==> config.mk <==
export PLATFORM = sky130hd
export DESIGN_NAME = fetch_sequencer
export DESIGN_NICKNAME = d
export VERILOG_FILES = /design/src/rtl/fetch_sequencer.sv
export SDC_FILE = /design/constraint.sdc
export NUM_CORES = 1
export LEC_CHECK = 0
export CORE_ASPECT_RATIO = 0.7
export CORE_MARGIN = 2
export CORE_UTILIZATION = 47
export DETAILED_ROUTE_END_ITERATION = 12
export PLACE_DENSITY_LB_ADDON = 0.08
export SETUP_SLACK_MARGIN = 0.1
export SYNTH_ARGS = -nofsm -noshare
export SYNTH_HDL_FRONTEND = slang
export SYNTH_SLANG_ARGS = --single-unit
==> constraint.sdc <==
create_clock -name clk -period 2.9 [get_ports clk]
set_clock_uncertainty 0.2 [all_clocks]
set_input_delay 0.29 -clock clk [delete_from_list [all_inputs] [get_ports clk]]
set_output_delay 0.29 -clock clk [all_outputs]
set_load 0.1 [all_outputs]
==> src/rtl/fetch_sequencer.sv <==
// Fetch sequencer: PC generator and IF/ID capture stage.
// It drives a zero-latency instruction memory read port from pc_q and captures
// the returned word into the IF/ID register. It supports stall, redirect with
// wrong-path flush, and a sticky fault on an invalid fetch address.
module fetch_sequencer #(
  parameter logic [63:0] RESET_PC = 64'h0,
  parameter int unsigned PC_STEP  = 4
) (
  input  logic        clk,
  input  logic        rst_n,
  output logic [63:0] imem_pc,
  input  logic [31:0] imem_instr,
  input  logic        imem_inv_addr,
  input  logic        stall,
  input  logic        redirect_valid,
  input  logic [63:0] redirect_target,
  output logic        if_id_valid,
  output logic [63:0] if_id_pc,
  output logic [31:0] if_id_instr,
  output logic        halted,
  output logic [63:0] fault_pc,
  output logic [31:0] fetch_count
);

  typedef enum logic {
    RUN   = 1'b0,
    FAULT = 1'b1
  } state_t;

  state_t      state;
  logic [63:0] pc_q;

  // The memory read port is combinational, so the fetch address is pc_q itself.
  assign imem_pc = pc_q;

  // Sequencer state, PC and IF/ID register, updated in one place so that the
  // RUN-state priority (redirect > stall > fault > fetch) is explicit.
  always_ff @(posedge clk) begin
    // NOTE: all state here uses non-blocking assignments, so every branch reads
    // pre-edge values (e.g. fault_pc <= pc_q captures the PC that faulted).
    if (!rst_n) begin
      state       <= RUN;
      pc_q        <= RESET_PC;
      if_id_valid <= 1'b0;
      if_id_pc    <= '0;
      if_id_instr <= '0;
      halted      <= 1'b0;
      fault_pc    <= '0;
      fetch_count <= '0;
    end else begin
      unique case (state)
        RUN: begin
          if (redirect_valid) begin
            // The instruction in IF/ID is wrong-path; drop it and refetch.
            pc_q        <= redirect_target;
            if_id_valid <= 1'b0;
          end else if (stall) begin
            // Hold everything. An invalid address is not acted on while stalled.
          end else if (imem_inv_addr) begin
            state       <= FAULT;
            halted      <= 1'b1;
            fault_pc    <= pc_q;
            if_id_valid <= 1'b0;
          end else begin
            if_id_valid <= 1'b1;
            if_id_pc    <= pc_q;
            if_id_instr <= imem_instr;
            pc_q        <= pc_q + 64'(PC_STEP);
            fetch_count <= fetch_count + 32'd1;
          end
        end
        FAULT: begin
          // Sticky until reset; redirect and stall are ignored.
        end
        default: begin
          state <= FAULT;
        end
      endcase
    end
  end

endmodule

* After elaboration in Yosys (flattened, before gate mapping)
Cells that the tools add are included. W data, S select, Z words.
Storage, ports and cells: logic and storage cells 30, output and inout port bits 258, register bits 259, bits of input ports 101
Operators by class: eq/ne operators 2, muxes and demuxes 10, add/sub/neg operators 2, bitwise gates (word level) 4, reductions and logical operators 4
Operator list (number):
- $mux W64 | 3
- $add A64 B3 Y64 const B | 1
- $add A32 B1 Y32 const B | 1
- $reduce_and A4 Y1 | 2
- $mux W1 | 7
- $ne A2 B1 Y1 const B | 2
- $not A1 Y1 | 4
- $reduce_and A3 Y1 | 1
- $reduce_and A2 Y1 | 1

* Longest topological paths before layout
Gate-level depths: netlist of run 1.
depth in word-level cells 4, depth in mapped cells 8, mapped depth without buffers 6

* Worst setup path before layout of run 1
Ideal clock, no wire load.
path kind reg-to-reg, start point reg pc_q[3] (netlist: imem_pc[3]), end point reg pc_q[38] (netlist: imem_pc[38]), setup slack -0.234 ns, library setup time 0.120 ns, path buffers 0, clock period less this slack 3.134 ns, arrival time 2.814 ns, cell stages (with the launch flop) 7, required time 2.580 ns, path through dfxtp_1 -> ha_1 -> nand3_2 -> or3_1 -> nor4_2 -> a21oi_1 -> o31a_1
Between the ends: cells in the longest elaborated chain, start to end 4
RTL lines:
- start: declaration | RTL line 31 | logic [63:0] pc_q;
- start signal: assignment | RTL line 55 | pc_q <= redirect_target;
- start signal: assignment | RTL line 68 | pc_q <= pc_q + 64'(PC_STEP);
- $add A64 B3 Y64 | RTL line 68
- $mux W64 | RTL line 59 | end else if (imem_inv_addr) begin
- $mux W64 | RTL line 57 | end else if (stall) begin
- $mux W64 | RTL line 53 | if (redirect_valid) begin
No other way between the ends. The select of a mux whose other input is x is not followed. A chain may end at the register's enable or synchronous reset.

* Final worst setup path of run 1
start point reg pc_q[10] (netlist: imem_pc[10]), end point reg pc_q[35] (netlist: imem_pc[35])
Same word-level chain as after synthesis.

==> results of run 1 <==
## cells in the mapped netlist (all sizes together), types with 3 or more instances
| master | count |
|---|---|
| a211oi | 4 |
| a21o | 6 |
| a21oi | 223 |
| a22o | 4 |
| a22oi | 10 |
| a311o | 3 |
| a31o | 6 |
| a31oi | 24 |
| and2 | 7 |
| and3 | 26 |
| and4 | 18 |
| buf | 29 |
| clkbuf | 104 |
| dfxtp | 259 |
| inv | 17 |
| mux2i | 7 |
| nand2 | 411 |
| nand3 | 49 |
| nand4 | 52 |
| nor2 | 79 |
| nor3 | 25 |
| nor4 | 17 |
| o211ai | 8 |
| o21a | 3 |
| o21ai | 44 |
| o221a | 4 |
| o31ai | 7 |
| o41ai | 6 |
| or2 | 3 |
| or3 | 19 |
| or4 | 12 |
| xnor2 | 13 |
| xor2 | 6 |
## per-layer routing
| metal | vias to the layer above | routed length [um] | share of wire [%] | track usage [%] |
|---|---|---|---|---|
| met5 | - | 16 | 0.038 | 0 |
| met4 | 2 | 726 | 1.7 | 6.06 |
| met3 | 55 | 4870 | 11 | 9.55 |
| met2 | 609 | 17900 | 42 | 45.5 |
| met1 | 5975 | 19100 | 45 | 45.0 |
| li1 | 6014 | - | - | - |
## cells by family after synthesis
family	Yosys count	share of synthesized area, %
xor+xnor	19	1.42
buf+inv	150	5.08
flops	259	44.4
fa+ha+maj	2	0.214
simple gates	729	29.6
mux	9	0.793
compound gates	371	18.5
## cell type report
class | count | share of cell area (%)
repair buffers | 423 | 21.7
inverters | 17 | 0.447
multi-input cells | 1130 | 37.2
diodes | 1 | 0.0157
clock inverters | 11 | 0.541
clock buffers | 35 | 4.73
well taps | 325 | 2.55
flip-flops and latches | 259 | 32.9
## worst reg2reg max path, stage by stage, from the launching register on
cell	delay [ns]
dfxtp_2	0.47
nand4_1	0.19
or4_1	0.62
nor4b_1	0.64
a311o_1	0.26
a31oi_1	0.08
## state kept, by name, indices dropped and copies added, names as in the netlist
name         count
halted           1
imem_pc         64
if_id_valid      1
if_id_pc        64
fetch_count     32
fault_pc        64
state            1
if_id_instr     32
## metrics by stage
stage	power (W)	util (%)	instance area [um2]	hold WS, ns	setup WS, ns
2_1_floorplan	0.00508	-	11700	0.226	0.111
3_3_place_gp	0.00561	61.7	15100	0.242	0.263
4_1_cts	0.00897	65.1	16000	0.0757	0.349
6_report	0.00895	65.1	16000	0.0856	0.317
3_5_place_dp	0.00562	61.7	15100	0.247	0.222
5_1_grt	0.00919	65.1	16000	0.0979	0.176
## report_power, final
part / internal [W] / switching (W)
clock network: 0.00191 / 0.00148
registers: 0.00368 / 0.000180
logic: 0.000444 / 0.00126
## worst max path at each step
stage / startpoint / endpoint / slack [ns] / cells after the start
5_1_grt: imem_pc[2] / imem_pc[42] / 0.18 / 6
2_1_floorplan: imem_pc[36] / imem_pc[57] / 0.11 / 5
4_1_cts: imem_pc[2] / imem_pc[42] / 0.35 / 6
3_3_place_gp: imem_inv_addr / fetch_count[23] / 0.26 / 6
6_report: imem_pc[10] / imem_pc[35] / 0.32 / 5
3_5_place_dp: imem_inv_addr / fetch_count[27] / 0.22 / 6
## placed cells by master, fill, tap and decap left out, drive strengths merged, types with 6 or more instances in the layout
| cell | count |
|---|---|
| clkbuf | 35 |
| nand3 | 49 |
| a31o | 6 |
| dfxtp | 259 |
| nor2 | 79 |
| nand4 | 52 |
| clkdlybuf4s50 | 99 |
| a31oi | 24 |
| o41ai | 6 |
| and3 | 26 |
| o211ai | 8 |
| o21ai | 44 |
| a22oi | 10 |
| o31ai | 7 |
| mux2i | 7 |
| and4 | 18 |
| inv | 17 |
| nor4 | 17 |
| and2 | 7 |
| or3 | 19 |
| clkinv | 9 |
| or4 | 12 |
| a21o | 6 |
| nand2 | 411 |
| a21oi | 223 |
| buf | 324 |
| xnor2 | 13 |
| nor3 | 25 |
| xor2 | 6 |
==> run metrics, run 1 <==
Setup Fix Bufs, Post-CTS=0; Chip Width=192 um; CTS root buf=clkbuf_16; hold worst-path end=if_id_instr[0]; outcome=finished clean; Cell Rows=48; # resized after CTS=0; hold_buf cts=0; Worst Path Max Fanout=10; Sink Count=259; Mapped Cells=1539; final setup vio count=0; Synth Register Bits=259; 1st-iter DRT viols=1054; slew at the pin with the worst max-slew slack=0.870 ns; Reg clk slew, reported paths=0.06 ns; # DRC=0; leakage power=6.13 nW; worst hold start=imem_instr[0]; vias in the first global route=11300; Cells after DPL=2154; CP Class=reg2reg; max-capacitance violation count=0; crit end category=flop; Synth Net Count=1642; Final Slew Violations=0; reg2reg end=imem_pc[35]; GRT Util Overall=31.1%; sequential-to-total area share from yosys stat=44.4%; die area=26200 um2; CTS tree=built; cts bufs inserted=26; first-pass GRT wire length=64.5 mm; largest area contributor in the netlist=dfxtp_1; CP peak stage delay=0.64 ns; pwr/cell area=561 nW/um2; Synth cell types=67; FF-to-FF setup slack=0.32 ns; CTS Buffer Depth=3; share of layout cells above drive strength 1=24.3%; Storage cell area=5250 um2; IO Port Bufs=358; Worst Hold Class=in2reg; Core ar.=24500 um2; Rel. slew slack=42.0%; HPWL after DPL=29.9 mm; total wire length=42.6 mm; filler instances=2172; initial antenna violation count=2; Vias/cell=5.75; largest net degree at the start of global routing=85; gp weighted congestion=0.910; number of synthesized flops with an enable pin=0; slowest stage cell, crit path=nor4b_1; Syn Area/Cell=7.59 um2; Ys Warns=0; nets@finish=1960; RSZ-0062 raised after global routing=no; Cell Area, Synth=11700 um2; post-route minimum period=2.58 ns; main flop type after synthesis=dfxtp_1; ys async rst share=0%; delay-heaviest family, CP=simple AND/OR/NAND/NOR gates; total iterations of the first detailed-routing run=5; Worst R2R Path Depth=5; Critical Path Start Type=flop; clk_lat worst skew=0.56 ns; top-area cell type share of the netlist area=44.4%; via count=12700; final hold vios=0; CP Cell Sequence=nand4_1, or4_1, nor4b_1, a311o_1, a31oi_1; Fmax=0.387 GHz; top cells by area, synth=dfxtp_1, nand2_1, a21oi_1; DRT antenna net count=0; final std cells w/o fill=2201; Synth-to-Final Area Change=36.6%; routed len/inst=19.4 um; chip height=136 um; CP bufs+invs=0; Worst IR Drop VDD=0.451 mV; Starting Density=47.7%; WP data required=3.10 ns; Fin Setup TNS=0 ns; Hold Path Depth=3; Worst R2R Start=imem_pc[10]; remaining global-route overflow=0; worst endpoint data arrival time=2.79 ns; Multi-input gate area=5930 um2; num ports=359; Tcrit/Tclk final=89.1%; htree depth=1
Power figures use the tool's default switching activity.
==> inputs of run 2 (changes only) <==
--- a/config.mk
+++ b/config.mk
@@ -10,6 +10,7 @@
 export CORE_UTILIZATION = 47
 export DETAILED_ROUTE_END_ITERATION = 12
 export PLACE_DENSITY_LB_ADDON = 0.08
+export REMOVE_ABC_BUFFERS = 1
 export SETUP_SLACK_MARGIN = 0.1
 export SYNTH_ARGS = -nofsm -noshare
 export SYNTH_HDL_FRONTEND = slang
==> run 2 against run 1 <==
Compared with the run above:
- via count down 0.13%
- die area unchanged
- critical path depth unchanged
- first-iteration DRC count down 8.1%
- cell count up 0.59%
- hold slack better by 0.010 ns
- design area up 1.2%
- clock-buffer cell count up 5
- register-to-register slack worse by 0.14 ns
- combinational power up 4%
- clock power up 13%
- critical path type unchanged
- highest routed layer is now met4
==> run metrics, run 2 (same netlist as run 1, synthesis figures left out) <==
IO Port Bufs=358 (unchanged); WP data required=3.15 ns (was 3.10 ns); Vias/cell=5.71 (was 5.75); 1st-iter DRT viols=969 (was 1054); Worst Path Max Fanout=9 (was 10); final setup vio count=0 (unchanged); post-route minimum period=2.72 ns (was 2.58 ns); dpl ws=0.181 ns (was 0.222 ns); HPWL after DPL=28.2 mm (was 29.9 mm); post-layout util=65.9% (was 65.1%); total iterations of the first detailed-routing run=5 (unchanged); max-capacitance violation count=0 (unchanged); filler instances=2181 (was 2172); Worst Hold Class=in2reg (unchanged); GRT Util Overall=29.3% (was 31.1%); Critical Path Start Type=flop (unchanged); crit end category=flop (unchanged); commonest cells after routing, fill and taps aside=nand2_1, buf_4, dfxtp_1 (was nand2_1, buf_4, a21oi_1); final hold vios=0 (unchanged); Tcrit/Tclk final=93.9% (was 89.1%); clk_lat worst skew=0.54 ns (was 0.56 ns); most common cell after layout, fill and taps aside=nand2_1 (unchanged); Worst IR Drop VDD=0.432 mV (was 0.451 mV); CP Class=reg2reg (unchanged); routed len/inst=18.4 um (was 19.4 um); Sink Count=259 (unchanged); final worst slack=0.178 ns (was 0.317 ns); remaining global-route overflow=0 (unchanged); via count=12600 (was 12700); num ports=359 (unchanged); gp weighted congestion=0.915 (was 0.910); RSZ-0062 raised after global routing=no (unchanged); Core ar.=24500 um2 (unchanged); pwr/cell area=582 nW/um2 (was 561 nW/um2); total wire length=40.7 mm (was 42.6 mm); DRT antenna net count=0 (unchanged); nets@finish=1971 (was 1960); Cell Rows=48 (unchanged); outcome=finished clean (unchanged); first-pass GRT wire length=61.6 mm (was 64.5 mm); hold_buf cts=0 (unchanged); CTS root buf=clkbuf_16 (unchanged); slew at the pin with the worst max-slew slack=0.696 ns (was 0.870 ns); chip height=136 um (unchanged); CTS tree=built (unchanged); Fmax=0.367 GHz (was 0.387 GHz); Rel. slew slack=53.2% (was 42.0%); leakage power=6.23 nW (was 6.13 nW); htree depth=1 (unchanged); die area=26200 um2 (unchanged); cts bufs inserted=27 (was 26); initial antenna violation count=2 (unchanged); # DRC=0 (unchanged); CTS Buffer Depth=3 (unchanged); share of layout cells above drive strength 1=22.2% (was 24.3%); worst endpoint data arrival time=2.97 ns (was 2.79 ns); Starting Density=47.7% (unchanged); Synth-to-Final Area Change=38.3% (was 36.6%); Reg clk slew, reported paths=0.06 ns (about the same); Final Slew Violations=0 (unchanged); largest net degree at the start of global routing=91 (was 85); vias in the first global route=11200 (was 11300); Chip Width=192 um (unchanged)
[run 2: cell types whose count changed in the layout (fill, tap and decap cells not counted), sizes merged]
cell,delta
bufinv,+4
clkinv,-7
diode,+1
buf,+10
clkbuf,+5
[run 2: final timing paths]
kind / start / to / slack (ns) / depth (start not counted)
worst max-delay path: imem_pc[32] / imem_pc[60] / 0.18 / 5
worst min-delay path: imem_instr[14] / if_id_instr[14] / 0.1 / 3
worst max register to register: imem_pc[32] / imem_pc[60] / 0.18 / 5
worst min register to register: if_id_pc[10] / if_id_pc[10] / 0.25 / 2
[run 2: per-stage QoR]
stage | total power [W] | hold slack, ns | cells | instance area (um2) | TNS (ns)
after floorplan | 0.00500 | 0.199 | 1406 | 11200 | -158.60
after global placement | 0.00561 | 0.242 | 2163 | 15200 | 0
after detailed placement | 0.00562 | 0.247 | 2163 | 15200 | 0
after CTS | 0.00943 | 0.0881 | 2211 | 16100 | 0
after global routing | 0.00967 | 0.0921 | 2213 | 16200 | 0
final | 0.00940 | 0.0957 | 2214 | 16200 | 0
[run 2: per-layer routing]
layer | part of all wire (%) | GRT usage [%] | up-vias
met5 | 0 | 0 | -
met3 | 9.4 | 7.43 | 62
met2 | 43 | 44.3 | 555
li1 | - | - | 6026
met4 | 2.2 | 7.34 | 0
met1 | 45 | 41.7 | 5995
[run 2: repair_timing]
item,4_1_cts,5_1_grt
setup buffers,0,1
gates resized for setup,0,1
endpoints found under the setup margin,0,1
[run 2: power breakdown]
part           internal, W  total (W)  switching (W)  leakage [nW]
logic             0.000468    0.00176        0.00130          3.65
clock network      0.00238    0.00384        0.00147         0.481
registers          0.00367    0.00380       0.000127          2.10
[run 2: layout make-up]
cell class / count / area [um2] / share of cell area, %
tap: 325 / 407 / 2.52
clock buffer: 40 / 815 / 5.04
clock inverter: 8 / 168 / 1.04
antenna: 2 / 5.00 / 0.0310
multi-input combinational: 1130 / 5930 / 36.7
sequential: 259 / 5190 / 32.1
inverter: 17 / 71.3 / 0.441
timing repair buffer: 433 / 3570 / 22.1
[run 2: worst max-delay path: stages, from the launching register on]
cell     delay [ns]
dfxtp_1        0.55
nand4_1        0.37
nor3_1         0.47
nand4_2        0.30
or4_1          0.58
a31oi_1        0.17
==> inputs of run 3 (changes only) <==
--- a/config.mk
+++ b/config.mk
@@ -5,8 +5,8 @@
 export SDC_FILE = /design/constraint.sdc
 export NUM_CORES = 1
 export LEC_CHECK = 0
+export ABC_CLOCK_PERIOD_IN_PS = 2900
 export CORE_ASPECT_RATIO = 0.7
-export CORE_MARGIN = 2
 export CORE_UTILIZATION = 47
 export DETAILED_ROUTE_END_ITERATION = 12
 export PLACE_DENSITY_LB_ADDON = 0.08
==> run 3 against run 2 <==
Compared with the run above:
- maximum frequency increased by 3.4%
- via count shrank 0.74%
- critical path depth up 2
- register-to-register slack better by 0.09 ns
- clock power shrank 11%
==> run metrics, run 3 (same netlist as run 1, synthesis figures left out) <==
total wire length=40.5 mm (was 40.7 mm); worst endpoint data arrival time=2.83 ns (was 2.97 ns); routed len/inst=18.3 um (was 18.4 um); die area=25500 um2 (was 26200 um2); Core ar.=24000 um2 (was 24500 um2); total iterations of the first detailed-routing run=5 (unchanged); final setup vio count=0 (unchanged); Clock power frac=37.9% (was 40.9%); pwr/cell area=557 nW/um2 (was 582 nW/um2); Cells after DPL=2158 (was 2163); Reg clk slew, reported paths=0.06 ns (about the same); Vias/cell=5.69 (was 5.71); # DRC=0 (unchanged); WP data required=3.10 ns (was 3.15 ns); Int Power=0.00611 W (was 0.00651 W); Starting Density=48.7% (was 47.7%); met3 Usage GRT=5.73% (was 7.43%); Net Sw Power=0.00285 W (was 0.00289 W); DRT antenna net count=0 (unchanged); Cell Rows=47 (was 48); final hold vios=0 (unchanged); CTS tree=built (unchanged); Multi-input gate area=5940 um2 (was 5930 um2); HPWL after DPL=28.3 mm (was 28.2 mm); Setup Fix Bufs, Post-CTS=0 (unchanged); max-capacitance violation count=0 (unchanged); slew at the pin with the worst max-slew slack=0.732 ns (was 0.696 ns); outcome=finished clean (unchanged); reg2reg end=imem_pc[35] (was imem_pc[60]); commonest cells after routing, fill and taps aside=nand2_1, buf_4, dfxtp_1 (unchanged); 1st-iter DRT viols=1026 (was 969); clk_lat worst skew=0.53 ns (was 0.54 ns); via count=12500 (was 12600); Comb power frac=19.7% (was 18.8%); Chip Width=190 um (was 192 um); GRT Util Overall=30.4% (was 29.3%); share of layout cells above drive strength 1=22.2% (unchanged); filler instances=2021 (was 2181); grt met2 use=45.6% (was 44.3%); Tcrit/Tclk final=90.8% (was 93.9%); Worst Path Max Fanout=8 (was 9); Worst setup endpoint=imem_pc[35] (was imem_pc[60]); CP Class=reg2reg (unchanged); IO Port Bufs=358 (unchanged); Seq pwr share=42.4% (was 40.4%); cts bufs inserted=26 (was 27); htree depth=1 (unchanged); num ports=359 (unchanged); sw frac=31.9% (was 30.8%); CTS root buf=clkbuf_16 (unchanged); remaining global-route overflow=0 (unchanged); post-route minimum period=2.63 ns (was 2.72 ns); first-pass GRT wire length=62.5 mm (was 61.6 mm); leakage power=6.19 nW (was 6.23 nW); Storage cell area=5180 um2 (was 5190 um2); CTS Buffer Depth=3 (unchanged); vias in the first global route=11200 (about the same); worst setup path start=imem_pc[14] (was imem_pc[32]); busiest grt layer=met2 (unchanged); crit end category=flop (unchanged); gp weighted congestion=0.872 (was 0.915); initial antenna violation count=1 (was 2); Final Slew Violations=0 (unchanged); Worst R2R Start=imem_pc[14] (was imem_pc[32]); FF-to-FF setup slack=0.27 ns (was 0.18 ns); Total Power=0.00896 W (was 0.00940 W); Worst IR Drop VDD=0.521 mV (was 0.432 mV); Synth-to-Final Area Change=37.6% (was 38.3%); largest net degree at the start of global routing=90 (was 91); chip height=134 um (was 136 um); worst hold start=imem_instr[0] (was imem_instr[14]); nets@finish=1971 (unchanged); final std cells w/o fill=2206 (was 2214); Critical Path Start Type=flop (unchanged); Worst Hold Class=in2reg (unchanged); Rel. slew slack=51.2% (was 53.2%); Worst R2R Path Depth=7 (was 5); Sink Count=259 (unchanged); Fmax=0.380 GHz (was 0.367 GHz); most common cell after layout, fill and taps aside=nand2_1 (unchanged); GR Util met1=44.4% (was 41.7%); RSZ-0062 raised after global routing=no (unchanged)
run 3: changes by cell type in the layout (fill, tap and decap cells not counted), sizes merged:
cell | before | now
bufinv | 5 | 1
clkinv | 2 | 5
clkbuf | 40 | 38
clkinvlp | 1 | 3
buf | 334 | 335
diode | 2 | 1
run 3: worst min path at each step:
stage	endpoint	slack, ns	cells past startpoint
finish	if_id_instr[0]	0.10	3
global route	if_id_instr[0]	0.10	3
CTS	if_id_instr[0]	0.09	3
detailed placement	fault_pc[25]	0.25	2
global placement	fault_pc[18]	0.24	2
floorplan	imem_pc[55]	0.20	2
run 3: power groups by stage:
stage               combinational (W)  sequential (W)  clock [W]
detailed placement            0.00175         0.00387          0
global placement              0.00174         0.00387          0
CTS                           0.00176         0.00380    0.00345
global route                  0.00184         0.00381    0.00359
finish                        0.00176         0.00380    0.00340
floorplan                    0.000340         0.00466          0
run 3: repair_timing:
item,in CTS,in global routing
hold buffers,0,0
endpoints found under the setup margin,0,1
gates resized for setup,0,1
run 3: final cells by class:
type                       instances  share of cell area, %
multi-input combinational       1130                   36.9
sequential                       259                   32.3
timing repair buffer             434                   22.5
clock buffer                      38                   4.90
tap                              318                   2.47
clock inverter                     9                  0.483
inverter                          17                  0.444
antenna                            1                 0.0156
run 3: metal layers:
metal,up-vias,wire length (um),share of wire [%]
met2,570,17400,43
met5,-,0,0
met3,62,3600,8.9
li1,6032,-,-
met4,0,900,2.2
met1,5880,18600,46
run 3: per-stage QoR:
| step | instance area, um2 | TNS, ns | utilization [%] | hold slack [ns] | setup slack [ns] |
|---|---|---|---|---|---|
| final | 16100 | 0 | 67.0 | 0.102 | 0.267 |
| after floorplan | 11200 | -158.60 | - | 0.199 | -2.17 |
| after CTS | 16100 | 0 | 67.0 | 0.0852 | 0.295 |
| after global placement | 15200 | 0 | 63.4 | 0.242 | 0.215 |
| after global routing | 16100 | 0 | 67.0 | 0.102 | 0.101 |
| after detailed placement | 15200 | 0 | 63.4 | 0.247 | 0.140 |
run 3: critical path, stage by stage (launching register included):
cell and delay, ns:
dfxtp_1 0.47, nand4_1 0.14, buf_4 0.20, or4_1 0.65, nor4b_1 0.39, buf_4 0.20
a311o_1 0.16, a31oi_1 0.08
